**config.mk**
```make
export PLATFORM = sky130hd
export DESIGN_NAME = alu_driver_flat
export DESIGN_NICKNAME = d
export VERILOG_FILES = /design/src/rtl/alu_driver_if.sv /design/src/rtl/alu_driver.sv /design/src/flat_wrapper.sv
export SDC_FILE = /design/constraint.sdc
export NUM_CORES = 1
export LEC_CHECK = 0
export ABC_AREA = 0
export ABC_CLOCK_PERIOD_IN_PS = 2800
export BUFFER_PORTS_ARGS = -buffer_cell sky130_fd_sc_hd__clkbuf_2
export CAP_MARGIN = 10
export CORE_MARGIN = 10
export CORE_UTILIZATION = 54
export CTS_BUF_LIST = sky130_fd_sc_hd__clkbuf_16
export DETAILED_ROUTE_END_ITERATION = 16
export GPL_ROUTABILITY_DRIVEN = 0
export PLACE_DENSITY = 0.78
export SYNTH_ARGS = -nofsm -noshare
export SYNTH_HDL_FRONTEND = slang
export SYNTH_SLANG_ARGS = --single-unit
```
**constraint.sdc**
```tcl
create_clock -name clk -period 2.8 [get_ports clk]
set_input_delay 0.56 -clock clk [delete_from_list [all_inputs] [get_ports clk]]
set_output_delay 0.56 -clock clk [all_outputs]
set_load 0.02 [all_outputs]
```
**src/rtl/alu_driver_if.sv**
```systemverilog
// ---------------------------------------------------------------------------
// alu_driver_if
// Command and response streams of the ALU driver.
//   cmd_valid / cmd_ready / cmd_data[10:0] : {ctrl[2:0], a[3:0], b[3:0]}
//   rsp_valid / rsp_ready / rsp_data[5:0]  : {of, car, res[3:0]}
// modport master : command source / response sink (front end, testbench)
// modport slave  : the driver itself
// ---------------------------------------------------------------------------
interface alu_driver_if;
   logic        cmd_valid;
   logic        cmd_ready;
   logic [10:0] cmd_data;
   logic        rsp_valid;
   logic        rsp_ready;
   logic [5:0]  rsp_data;

   modport master (
      output cmd_valid, cmd_data, rsp_ready,
      input  cmd_ready, rsp_valid, rsp_data
   );

   modport slave (
      input  cmd_valid, cmd_data, rsp_ready,
      output cmd_ready, rsp_valid, rsp_data
   );
endinterface

```
**src/rtl/alu_driver.sv**
```systemverilog
// ---------------------------------------------------------------------------
// alu_driver
// Sequential initiator for the 4-bit combinational ALU. Accepts a command,
// drives the ALU operands/opcode, waits SETTLE_CYCLES, captures
// {of, car, res} into a show-ahead response FIFO and counts completed ops.
//
// Parameters
//   SETTLE_CYCLES : cycles operands are held before capture (1..15)
//   FIFO_DEPTH    : response FIFO entries (power of two, 2..16)
// Ports
//   clk, rst_n            : clock, asynchronous active-low reset
//   bus (slave)           : command / response streams
//   alu_a, alu_b, alu_ctrl: registered ALU inputs
//   alu_res, alu_car, alu_of : ALU outputs
//   op_count              : completed operations, wraps
// Optional build macro ALU_DRIVER_CHECK_EN adds a golden-model checker:
//   mismatch  : sticky, set when a captured result differs from the model
//   err_count : saturating count of mismatching captures
// Opcodes: 0 add, 1 sub, 2 not, 3 and, 4 or, 5 xor, 6 compare, 7 equal
// ---------------------------------------------------------------------------
// state | meaning
// IDLE  | waiting for a command; ready while the FIFO has room
// DRIVE | operands held on the ALU, settle counter running down to capture
// ---------------------------------------------------------------------------
module alu_driver #(
   parameter int SETTLE_CYCLES = 1,
   parameter int FIFO_DEPTH    = 4
) (
   input  logic        clk,
   input  logic        rst_n,
   alu_driver_if.slave bus,
   output logic [3:0]  alu_a,
   output logic [3:0]  alu_b,
   output logic [2:0]  alu_ctrl,
   input  logic [3:0]  alu_res,
   input  logic        alu_car,
   input  logic        alu_of,
   output logic [7:0]  op_count
`ifdef ALU_DRIVER_CHECK_EN
   ,
   output logic        mismatch,
   output logic [7:0]  err_count
`endif
);

   localparam int AW = $clog2(FIFO_DEPTH);
   localparam int CW = $clog2(FIFO_DEPTH + 1);

   typedef enum logic {
      IDLE  = 1'b0,
      DRIVE = 1'b1
   } state_t;

   state_t          state_q;
   state_t          state_d;
   logic [3:0]      settle_cnt;
   logic            accept;
   logic            capture;
   logic            cmd_ready_c;

   logic [5:0]      mem [FIFO_DEPTH];
   logic [AW-1:0]   wr_ptr;
   logic [AW-1:0]   rd_ptr;
   logic [AW-1:0]   rd_ptr_inc;
   logic [CW-1:0]   fifo_count;
   logic            rsp_valid_q;
   logic [5:0]      rsp_data_q;
   logic            pop;
   logic [5:0]      push_data;

   // ---------------- FSM ----------------
   always_ff @(posedge clk or negedge rst_n) begin
      if (!rst_n) begin
         state_q <= IDLE;
      end else begin
         state_q <= state_d;
      end
   end

   // Nothing is in flight while IDLE, so "fifo_count + pending" reduces to
   // the FIFO occupancy; in DRIVE ready is forced low.
   always_comb begin
      state_d     = state_q;
      cmd_ready_c = 1'b0;
      accept      = 1'b0;
      capture     = 1'b0;
      case (state_q)
         IDLE: begin
            cmd_ready_c = (fifo_count < CW'(FIFO_DEPTH));
            accept      = cmd_ready_c && bus.cmd_valid;
            if (accept) begin
               state_d = DRIVE;
            end
         end
         DRIVE: begin
            if (settle_cnt == 4'd1) begin
               capture = 1'b1;
               state_d = IDLE;
            end
         end
         default: state_d = IDLE;
      endcase
   end

   assign bus.cmd_ready = cmd_ready_c;

   // ---------------- settle timer and operand registers ----------------
   always_ff @(posedge clk or negedge rst_n) begin
      if (!rst_n) begin
         settle_cnt <= 4'd0;
         alu_a      <= 4'd0;
         alu_b      <= 4'd0;
         alu_ctrl   <= 3'b000;
      end else if (accept) begin
         settle_cnt <= 4'(SETTLE_CYCLES);
         alu_ctrl   <= bus.cmd_data[10:8];
         alu_a      <= bus.cmd_data[7:4];
         alu_b      <= bus.cmd_data[3:0];
      end else if ((state_q == DRIVE) && !capture) begin
         settle_cnt <= settle_cnt - 4'd1;
      end
   end

   always_ff @(posedge clk or negedge rst_n) begin
      if (!rst_n) begin
         op_count <= 8'd0;
      end else if (capture) begin
         op_count <= op_count + 8'd1;
      end
   end

   // ---------------- response FIFO ----------------
   // Storage is written unconditionally on push; only pointers and the
   // registered head copy need reset.
   assign push_data  = {alu_of, alu_car, alu_res};
   assign pop        = rsp_valid_q && bus.rsp_ready;
   assign rd_ptr_inc = rd_ptr + AW'(1);

   always_ff @(posedge clk) begin
      if (capture) begin
         mem[wr_ptr] <= push_data;
      end
   end

   always_ff @(posedge clk or negedge rst_n) begin
      if (!rst_n) begin
         wr_ptr     <= '0;
         rd_ptr     <= '0;
         fifo_count <= '0;
      end else begin
         if (capture) begin
            wr_ptr <= wr_ptr + AW'(1);
         end
         if (pop) begin
            rd_ptr <= rd_ptr_inc;
         end
         fifo_count <= fifo_count + CW'(capture) - CW'(pop);
      end
   end

   // The head is kept in its own register so rsp_data is a flop output and
   // simply holds when the FIFO drains. A push into an empty FIFO (or into a
   // FIFO whose only entry is leaving this cycle) becomes the head directly.
   always_ff @(posedge clk or negedge rst_n) begin
      if (!rst_n) begin
         rsp_data_q  <= 6'd0;
         rsp_valid_q <= 1'b0;
      end else begin
         rsp_valid_q <= ((fifo_count + CW'(capture) - CW'(pop)) != '0);
         if (pop) begin
            if (fifo_count > CW'(1)) begin
               rsp_data_q <= mem[rd_ptr_inc];
            end else if (capture) begin
               rsp_data_q <= push_data;
            end
         end else if (capture && (fifo_count == '0)) begin
            rsp_data_q <= push_data;
         end
      end
   end

   assign bus.rsp_valid = rsp_valid_q;
   assign bus.rsp_data  = rsp_data_q;

`ifdef ALU_DRIVER_CHECK_EN
   // ---------------- golden-model checker ----------------
   logic [4:0] gold_sum;
   logic [3:0] gold_neg_b;
   logic [3:0] gold_res;
   logic       gold_car;
   logic       gold_of;

   // Overflow for sub uses the sign of b itself (not of the negated b),
   // matching the ALU being driven.
   always_comb begin
      gold_sum   = 5'd0;
      gold_neg_b = ~alu_b + 4'd1;
      gold_res   = 4'd0;
      gold_car   = 1'b0;
      gold_of    = 1'b0;
      case (alu_ctrl)
         3'd0: begin
            gold_sum = {1'b0, alu_a} + {1'b0, alu_b};
            gold_res = gold_sum[3:0];
            gold_car = gold_sum[4];
            gold_of  = (alu_a[3] == alu_b[3]) && (gold_sum[3] != alu_a[3]);
         end
         3'd1: begin
            gold_sum = {1'b0, alu_a} + {1'b0, gold_neg_b};
            gold_res = gold_sum[3:0];
            gold_car = gold_sum[4];
            gold_of  = (alu_a[3] == alu_b[3]) && (gold_sum[3] != alu_a[3]);
         end
         3'd2: gold_res = ~alu_a;
         3'd3: gold_res = alu_a & alu_b;
         3'd4: gold_res = alu_a | alu_b;
         3'd5: gold_res = alu_a ^ alu_b;
         3'd6: begin
            if (!alu_a[3] && alu_b[3]) begin
               gold_res = 4'd0;
            end else if (alu_a[3] && !alu_b[3]) begin
               gold_res = 4'd1;
            end else begin
               gold_res = (alu_a < alu_b) ? 4'd0 : 4'd1;
            end
         end
         3'd7: gold_res = (alu_a == alu_b) ? 4'd0 : 4'd1;
         default: gold_res = 4'd0;
      endcase
   end

   always_ff @(posedge clk or negedge rst_n) begin
      if (!rst_n) begin
         mismatch  <= 1'b0;
         err_count <= 8'd0;
      end else if (capture && (push_data != {gold_of, gold_car, gold_res})) begin
         mismatch <= 1'b1;
         if (err_count != 8'hFF) begin
            err_count <= err_count + 8'd1;
         end
      end
   end
`endif

endmodule

```
**src/flat_wrapper.sv**
```systemverilog
// flat-port wrapper written by rule: the top's interface ports become plain ports
module alu_driver_flat 
#(
   parameter int SETTLE_CYCLES = 1,
   parameter int FIFO_DEPTH    = 4
)
  (clk, rst_n, alu_a, alu_b, alu_ctrl, alu_res, alu_car, alu_of, op_count, bus_cmd_valid, bus_cmd_data, bus_rsp_ready, bus_cmd_ready, bus_rsp_valid, bus_rsp_data);
  alu_driver_if bus_i ();
  input  logic clk;
  input  logic rst_n;
  output logic [3:0] alu_a;
  output logic [3:0] alu_b;
  output logic [2:0] alu_ctrl;
  input  logic [3:0] alu_res;
  input  logic alu_car;
  input  logic alu_of;
  output logic [7:0] op_count;
  input wire logic [$bits(bus_i.cmd_valid)-1:0] bus_cmd_valid;
  input wire logic [$bits(bus_i.cmd_data)-1:0] bus_cmd_data;
  input wire logic [$bits(bus_i.rsp_ready)-1:0] bus_rsp_ready;
  output wire logic [$bits(bus_i.cmd_ready)-1:0] bus_cmd_ready;
  output wire logic [$bits(bus_i.rsp_valid)-1:0] bus_rsp_valid;
  output wire logic [$bits(bus_i.rsp_data)-1:0] bus_rsp_data;
  assign bus_i.cmd_valid = bus_cmd_valid;
  assign bus_i.cmd_data = bus_cmd_data;
  assign bus_i.rsp_ready = bus_rsp_ready;
  assign bus_cmd_ready = bus_i.cmd_ready;
  assign bus_rsp_valid = bus_i.rsp_valid;
  assign bus_rsp_data = bus_i.rsp_data;
  alu_driver #(.SETTLE_CYCLES(SETTLE_CYCLES), .FIFO_DEPTH(FIFO_DEPTH)) u_core (.clk(clk), .rst_n(rst_n), .bus(bus_i), .alu_a(alu_a), .alu_b(alu_b), .alu_ctrl(alu_ctrl), .alu_res(alu_res), .alu_car(alu_car), .alu_of(alu_of), .op_count(op_count));
endmodule
```
==> impl_metrics.json, run 1 <==
{
  "cts_hold_buf": 0,
  "critical-path-max-stage-delay_ns": 0.45,
  "antenna_left": 0,
  "cts_tree": "yes",
  "fin_crit_ns": 2.418,
  "htreeDepth": 3,
  "ys_seq_elements": 62,
  "clock-sinks": 62,
  "worstSetupEndpointType": "flop",
  "initial_core_util_pct": 55.33,
  "async_reset_ff_share_pct": 61.29,
  "grt_antenna_before_repair": 0,
  "grt_pass1_wl_mm": 8.604,
  "holdCritPathClass": "input port to asynchronous set/reset pin",
  "finalMaxSlewViolations": 0,
  "clkTransAtPathRegs_ns": 0.05,
  "die_y_um": 89.34,
  "final_common_cell": "clkbuf_2",
  "final_cell_mix": "clkbuf_2, nand2_1, dfrtp_1, edfxtp_1, inv_1",
  "cts_buffers": 9,
  "post_drt_wl_per_cell_um": 16.85,
  "synth_seq_area_share_pct": 64.39,
  "startpoint_type": "flop",
  "grt_pass1_vias": 1726,
  "insertion_delay_ns": 0.32,
  "max_freq_ghz": 0.4135,
  "cts.repair.resized": 0,
  "critPathKind": "flop to flop",
  "viasPerCell": 5.297,
  "drive_above_1_share_pct": 30.95,
  "drc_errors": 0,
  "syn_avg_cell_area_um2": 13.38,
  "syn_inst": 194,
  "hold_ws_ns": 0.3648,
  "dp_hpwl_mm": 3.728,
  "design_area_um2": 3201,
  "fin_skew_ns": 0.007111,
  "setup_viol_count_final": 0,
  "ys_types": 32,
  "maxCapViolCount": 0,
  "drt_wl_total_mm": 5.157,
  "die_x_um": 89.34,
  "grt_overflow": 0,
  "fin_tns_setup_ns": 0,
  "core-area_um2": 4692,
  "p_leak_nw": 1.481,
  "layout.nets": 279,
  "dr.max_layer_used": "met4",
  "diodes": 0,
  "maxSlewHeadroom_pct": 38.08,
  "critPathSlowestCell": "fa_1",
  "outcome": "finished clean",
  "worst_pin_slew_ns": 0.9288,
  "synth-edff-count": 24,
  "firstDrtPassIters": 4,
  "grt_max_degree": 39,
  "path_max_fanout": 4,
  "postCtsSetupRepairBufs": 0,
  "netlist_area_um2": 2596,
  "syn_nets": 226,
  "dr_wl_met3_um": 206,
  "irDropWorstVdd_uv": 587.2,
  "cts_root_buffer": "clkbuf_16",
  "first_iter_violations": 102,
  "placed_area_um2": 2874,
  "port_buffers": 47,
  "path_cells": "inv_1, ha_1, and4bb_2, inv_1, ha_1, inv_1, ha_1, fa_1, or3_1",
  "yosysWarnings": 0,
  "rsz0062_at_grt": "false",
  "rows": 25,
  "cp.required_ns": 2.99,
  "fin_crit_sh_pct": 86.37,
  "syn_to_final_growth_pct": 23.28,
  "hold_viol": 0,
  "fin_cells": 306,
  "cp.arrival_ns": 2.61,
  "dp_cells": 290,
  "dieArea_um2": 7982,
  "dr_wl_met2_mm": 2.511,
  "wl_met1_mm": 2.266,
  "power.density_nw_per_um2": 1163,
  "via_count": 1621,
  "io-pin-count": 48,
  "clock_path_buffers": 2,
  "synth_ff_type": "dfrtp_1",
  "grt_usage_pct": 14.64
}
metal layers:
metal,vias up,track usage [%]
met1,777,18.22
met5,-,0
met3,17,3.829
met4,0,10.26
met2,43,21.72
li1,784,-
power breakdown:
part | switching [W] | total [W] | internal, W | leakage [nW]
Sequential | 0.000212 | 0.00143 | 0.00122 | 0.684
Clock | 0.000364 | 0.00118 | 0.000821 | 0.170
Combinational | 0.000649 | 0.00111 | 0.000459 | 0.627
Total | 0.00123 | 0.00372 | 0.00250 | 1.48
state kept, by name, indices dropped and copies added, names as in the netlist:
signal and cells:
u_core.op_count 8, u_core.alu_a 4, u_core.alu_b 4, u_core.bus.rsp_data 6
u_core.state_q 1, u_core.mem 24, u_core.rd_ptr 2, u_core.wr_ptr 2
u_core.alu_ctrl 3, u_core.bus.rsp_valid 1, u_core.fifo_count 3, u_core.settle_cnt 4
metrics by stage:
| step | total power (W) | util [%] | worst slack, ns |
|---|---|---|---|
| after floorplan | 0.002192 | - | 0.4050 |
| after global placement | 0.002522 | 61.25 | 0.4474 |
| after detailed placement | 0.002562 | 61.25 | 0.3938 |
| after CTS | 0.003763 | 68.21 | 0.3697 |
| after global routing | 0.003966 | 68.21 | 0.2413 |
| final | 0.003721 | 68.21 | 0.3817 |
Yosys cell counts (3+ instances only):
cell | instances | area share (%)
nand2_1 | 42 | 6.1
nand3_1 | 7 | 1.3
xnor2_1 | 9 | 3.0
o21ai_0 | 3 | 0.58
xor2_1 | 4 | 1.3
dfrtp_1 | 38 | 37
and2_1 | 5 | 1.2
clkbuf_1 | 3 | 0.43
ha_1 | 10 | 4.8
nor2_1 | 4 | 0.58
edfxtp_1 | 24 | 28
inv_1 | 10 | 1.4
o221a_2 | 5 | 2.2
or3_1 | 6 | 1.4
mux4_2 | 5 | 4.3
kinds of logic after synthesis:
group,share of synthesized area (%)
AO/OA/AOI/OAI,3.952
XOR/XNOR,4.386
adder cells (fa/ha/maj),5.590
buffers and inverters,2.699
flip-flops,64.39
multiplexers,5.783
AND/OR/NAND/NOR,13.20
worst paths after layout:
path                                       from                    to  slack, ns  depth (start not counted)
hold reg to reg              u_core.op_count[7]    u_core.op_count[7]       0.47                          1
min in group clk                bus_cmd_data[0]       u_core.alu_b[0]       0.43                          3
setup / recovery           u_core.settle_cnt[1]  u_core.bus.rsp_valid       0.38                          9
max in group asynchronous                 rst_n  u_core.fifo_count[1]       1.85                          1
hold / removal                            rst_n       u_core.alu_a[1]       0.36                          1
setup reg to reg           u_core.settle_cnt[1]  u_core.bus.rsp_valid       0.38                          9
worst max-delay path: cells and delay by family, from the launching register on:
kind	cells	cell delay [ns]
buf+inv	3	0.21
fa+ha+maj	4	1.07
flops	1	0.39
simple gates	2	0.63
final cells by class:
type	instances	area (um^2)
Tap cell	54	67.56
Clock buffer	10	250.2
Timing Repair Buffer	48	242.7
Multi-Input combinational cell	116	854.6
Fill cell	339	1491
Clock inverter	6	76.32
Sequential cell	62	1672
Inverter	10	37.54
Power figures use the tool's default switching activity.
==> inputs of run 2 (changes only) <==
--- a/config.mk
+++ b/config.mk
@@ -15,6 +15,8 @@
 export DETAILED_ROUTE_END_ITERATION = 16
 export GPL_ROUTABILITY_DRIVEN = 0
 export PLACE_DENSITY = 0.78
+export RECOVER_POWER = 100
+export SETUP_SLACK_MARGIN = 0.4
 export SYNTH_ARGS = -nofsm -noshare
 export SYNTH_HDL_FRONTEND = slang
 export SYNTH_SLANG_ARGS = --single-unit
==> impl_metrics.json, run 2 (same netlist as run 1, synthesis figures left out) <==
{
  "via_count": 1628,
  "holdPathEnd": "u_core.alu_b[0]",
  "grt_usage_pct": 14.71,
  "cp.arrival_ns": 2.66,
  "rsz0062_at_grt": "false",
  "dp_hpwl_mm": 3.728,
  "hold_viol": 0,
  "post_drt_wl_per_cell_um": 17.12,
  "power_w": 0.003690,
  "htreeDepth": 3,
  "layout.nets": 282,
  "critPathTopFamily": "adder cells",
  "final_common_cell": "nand2_1",
  "grt_max_degree": 39,
  "p_comb_share_pct": 29.1,
  "fin_skew_ns": 0.007216,
  "worstSetupEndpointType": "flop",
  "cp.required_ns": 2.99,
  "placed_area_um2": 2874,
  "hold_depth": 3,
  "maxSlewHeadroom_pct": -32.00,
  "switching_share_pct": 33.48,
  "dp_cells": 290,
  "min_from": "bus_cmd_data[0]",
  "switchingPower_w": 0.001235,
  "critPathSlowestCell": "dfrtp_1",
  "core-area_um2": 4692,
  "r2r.worst_path.cells": 10,
  "grt_antenna_before_repair": 0,
  "cts_hold_buf": 0,
  "outcome": "finished, violations left",
  "firstDrtPassIters": 4,
  "cp_common_cell": "inv_1",
  "clock-sinks": 62,
  "cts_tree": "yes",
  "drive_above_1_share_pct": 18.43,
  "rows": 25,
  "intPower_w": 0.002455,
  "final_cell_mix": "nand2_1, dfrtp_1, clkbuf_1, edfxtp_1, clkbuf_2",
  "drt_wl_total_mm": 5.289,
  "setup_viol_count_final": 0,
  "viasPerCell": 5.269,
  "reg2reg_from": "u_core.settle_cnt[1]",
  "cp_num_buf_inv": 3,
  "port_buffers": 47,
  "power_frac_seq_pct": 38.7,
  "die_y_um": 89.34,
  "clkTransAtPathRegs_ns": 0.05,
  "design_area_um2": 3179,
  "drc_errors": 0,
  "antenna_left": 0,
  "startpoint_type": "flop",
  "fin_cells": 309,
  "p_leak_nw": 1.379,
  "top_register": "u_core.mem",
  "finalMaxSlewViolations": 39,
  "syn_to_final_growth_pct": 22.46,
  "initial_core_util_pct": 55.33,
  "cts_buffers": 9,
  "power.density_nw_per_um2": 1161,
  "worst_pin_slew_ns": 1.980,
  "path_cells": "inv_1, ha_1, and4bb_2, inv_1, ha_2, inv_1, ha_2, fa_1, xnor2_1, or3_1",
  "fin_crit_sh_pct": 88.32,
  "insertion_delay_ns": 0.32,
  "cts_root_buffer": "clkbuf_16",
  "clock_power_share_pct": 32.2,
  "critPathKind": "flop to flop",
  "grt_overflow": 0,
  "max_freq_ghz": 0.4044,
  "io-pin-count": 48,
  "irDropWorstVdd_uv": 561.5,
  "maxCapViolCount": 1,
  "grt_pass1_vias": 1734,
  "path_max_fanout": 4,
  "fin_crit_ns": 2.473,
  "largest_reg_flops": 24,
  "r2r_slack_ns": 0.33,
  "fin_tns_setup_ns": 0,
  "diodes": 0,
  "first_iter_violations": 138,
  "violations": "max-capacitance violations, max-slew violations",
  "worst_r2r_endpoint": "u_core.bus.rsp_valid",
  "holdCritPathClass": "input port to flop",
  "die_x_um": 89.34,
  "dieArea_um2": 7982,
  "grt_pass1_wl_mm": 8.659,
  "critical-path-max-stage-delay_ns": 0.38,
  "clock_path_buffers": 2
}
-- run 2: layer usage --
layer | track usage [%] | vias up | wire, um
met5 | 0 | - | 0
met4 | 10.26 | 0 | 177
met3 | 3.829 | 17 | 220
met2 | 21.78 | 38 | 2615
met1 | 18.38 | 786 | 2276
li1 | - | 787 | -
-- run 2: area by class of cell --
| class | count | area, um^2 |
|---|---|---|
| clock buffer | 10 | 250.2 |
| clock inverter | 6 | 76.32 |
| fill | 355 | 1513 |
| inverter | 10 | 37.54 |
| multi-input combinational | 116 | 857.1 |
| sequential | 62 | 1672 |
| tap | 54 | 67.56 |
| timing repair buffer | 51 | 219.0 |
-- run 2: how the worst max path moves through the flow --
stage                         startpoint                    to  slack, ns  depth (start not counted)
detailed placement  u_core.settle_cnt[1]  u_core.bus.rsp_valid       0.39                          9
CTS                 u_core.settle_cnt[1]  u_core.bus.rsp_valid       0.42                          9
finish              u_core.settle_cnt[1]  u_core.bus.rsp_valid       0.33                         10
floorplan           u_core.settle_cnt[1]  u_core.bus.rsp_valid       0.41                         11
global placement    u_core.settle_cnt[1]  u_core.bus.rsp_valid       0.45                          9
global route        u_core.settle_cnt[1]  u_core.bus.rsp_valid       0.21                         10
-- run 2: what timing repair did --
action / CTS / global route
pin swaps: 0 / 1
setup buffers: 1 / 2
setup endpoints to repair: 1 / 1
resized for setup: 1 / 5
endpoints found under the hold margin: 0 / 0
cloned: 0 / 0
-- run 2: power by group through the flow --
stage,Clock [W],Sequential [W],Combinational (W)
5_1_grt,0.00125,0.00147,0.00121
3_3_place_gp,0,0.00143,0.00109
2_1_floorplan,0,0.00156,0.000634
6_report,0.00119,0.00143,0.00107
4_1_cts,0.00120,0.00143,0.00113
3_5_place_dp,0,0.00144,0.00112
-- run 2: tightest hold or removal path: stages --
cell and delay (ns):
clkbuf_2 0.08, nand2_1 0.04, nand2_1 0.04
-- run 2: through the flow --
step	hold WS (ns)	utilization [%]	setup WS, ns
after floorplan	0.2644	-	0.4050
after detailed placement	0.4623	61.25	0.3938
final	0.4325	67.76	0.3270
after global routing	0.4319	67.76	0.2127
after global placement	0.4576	61.25	0.4474
after CTS	0.3920	68.37	0.4233
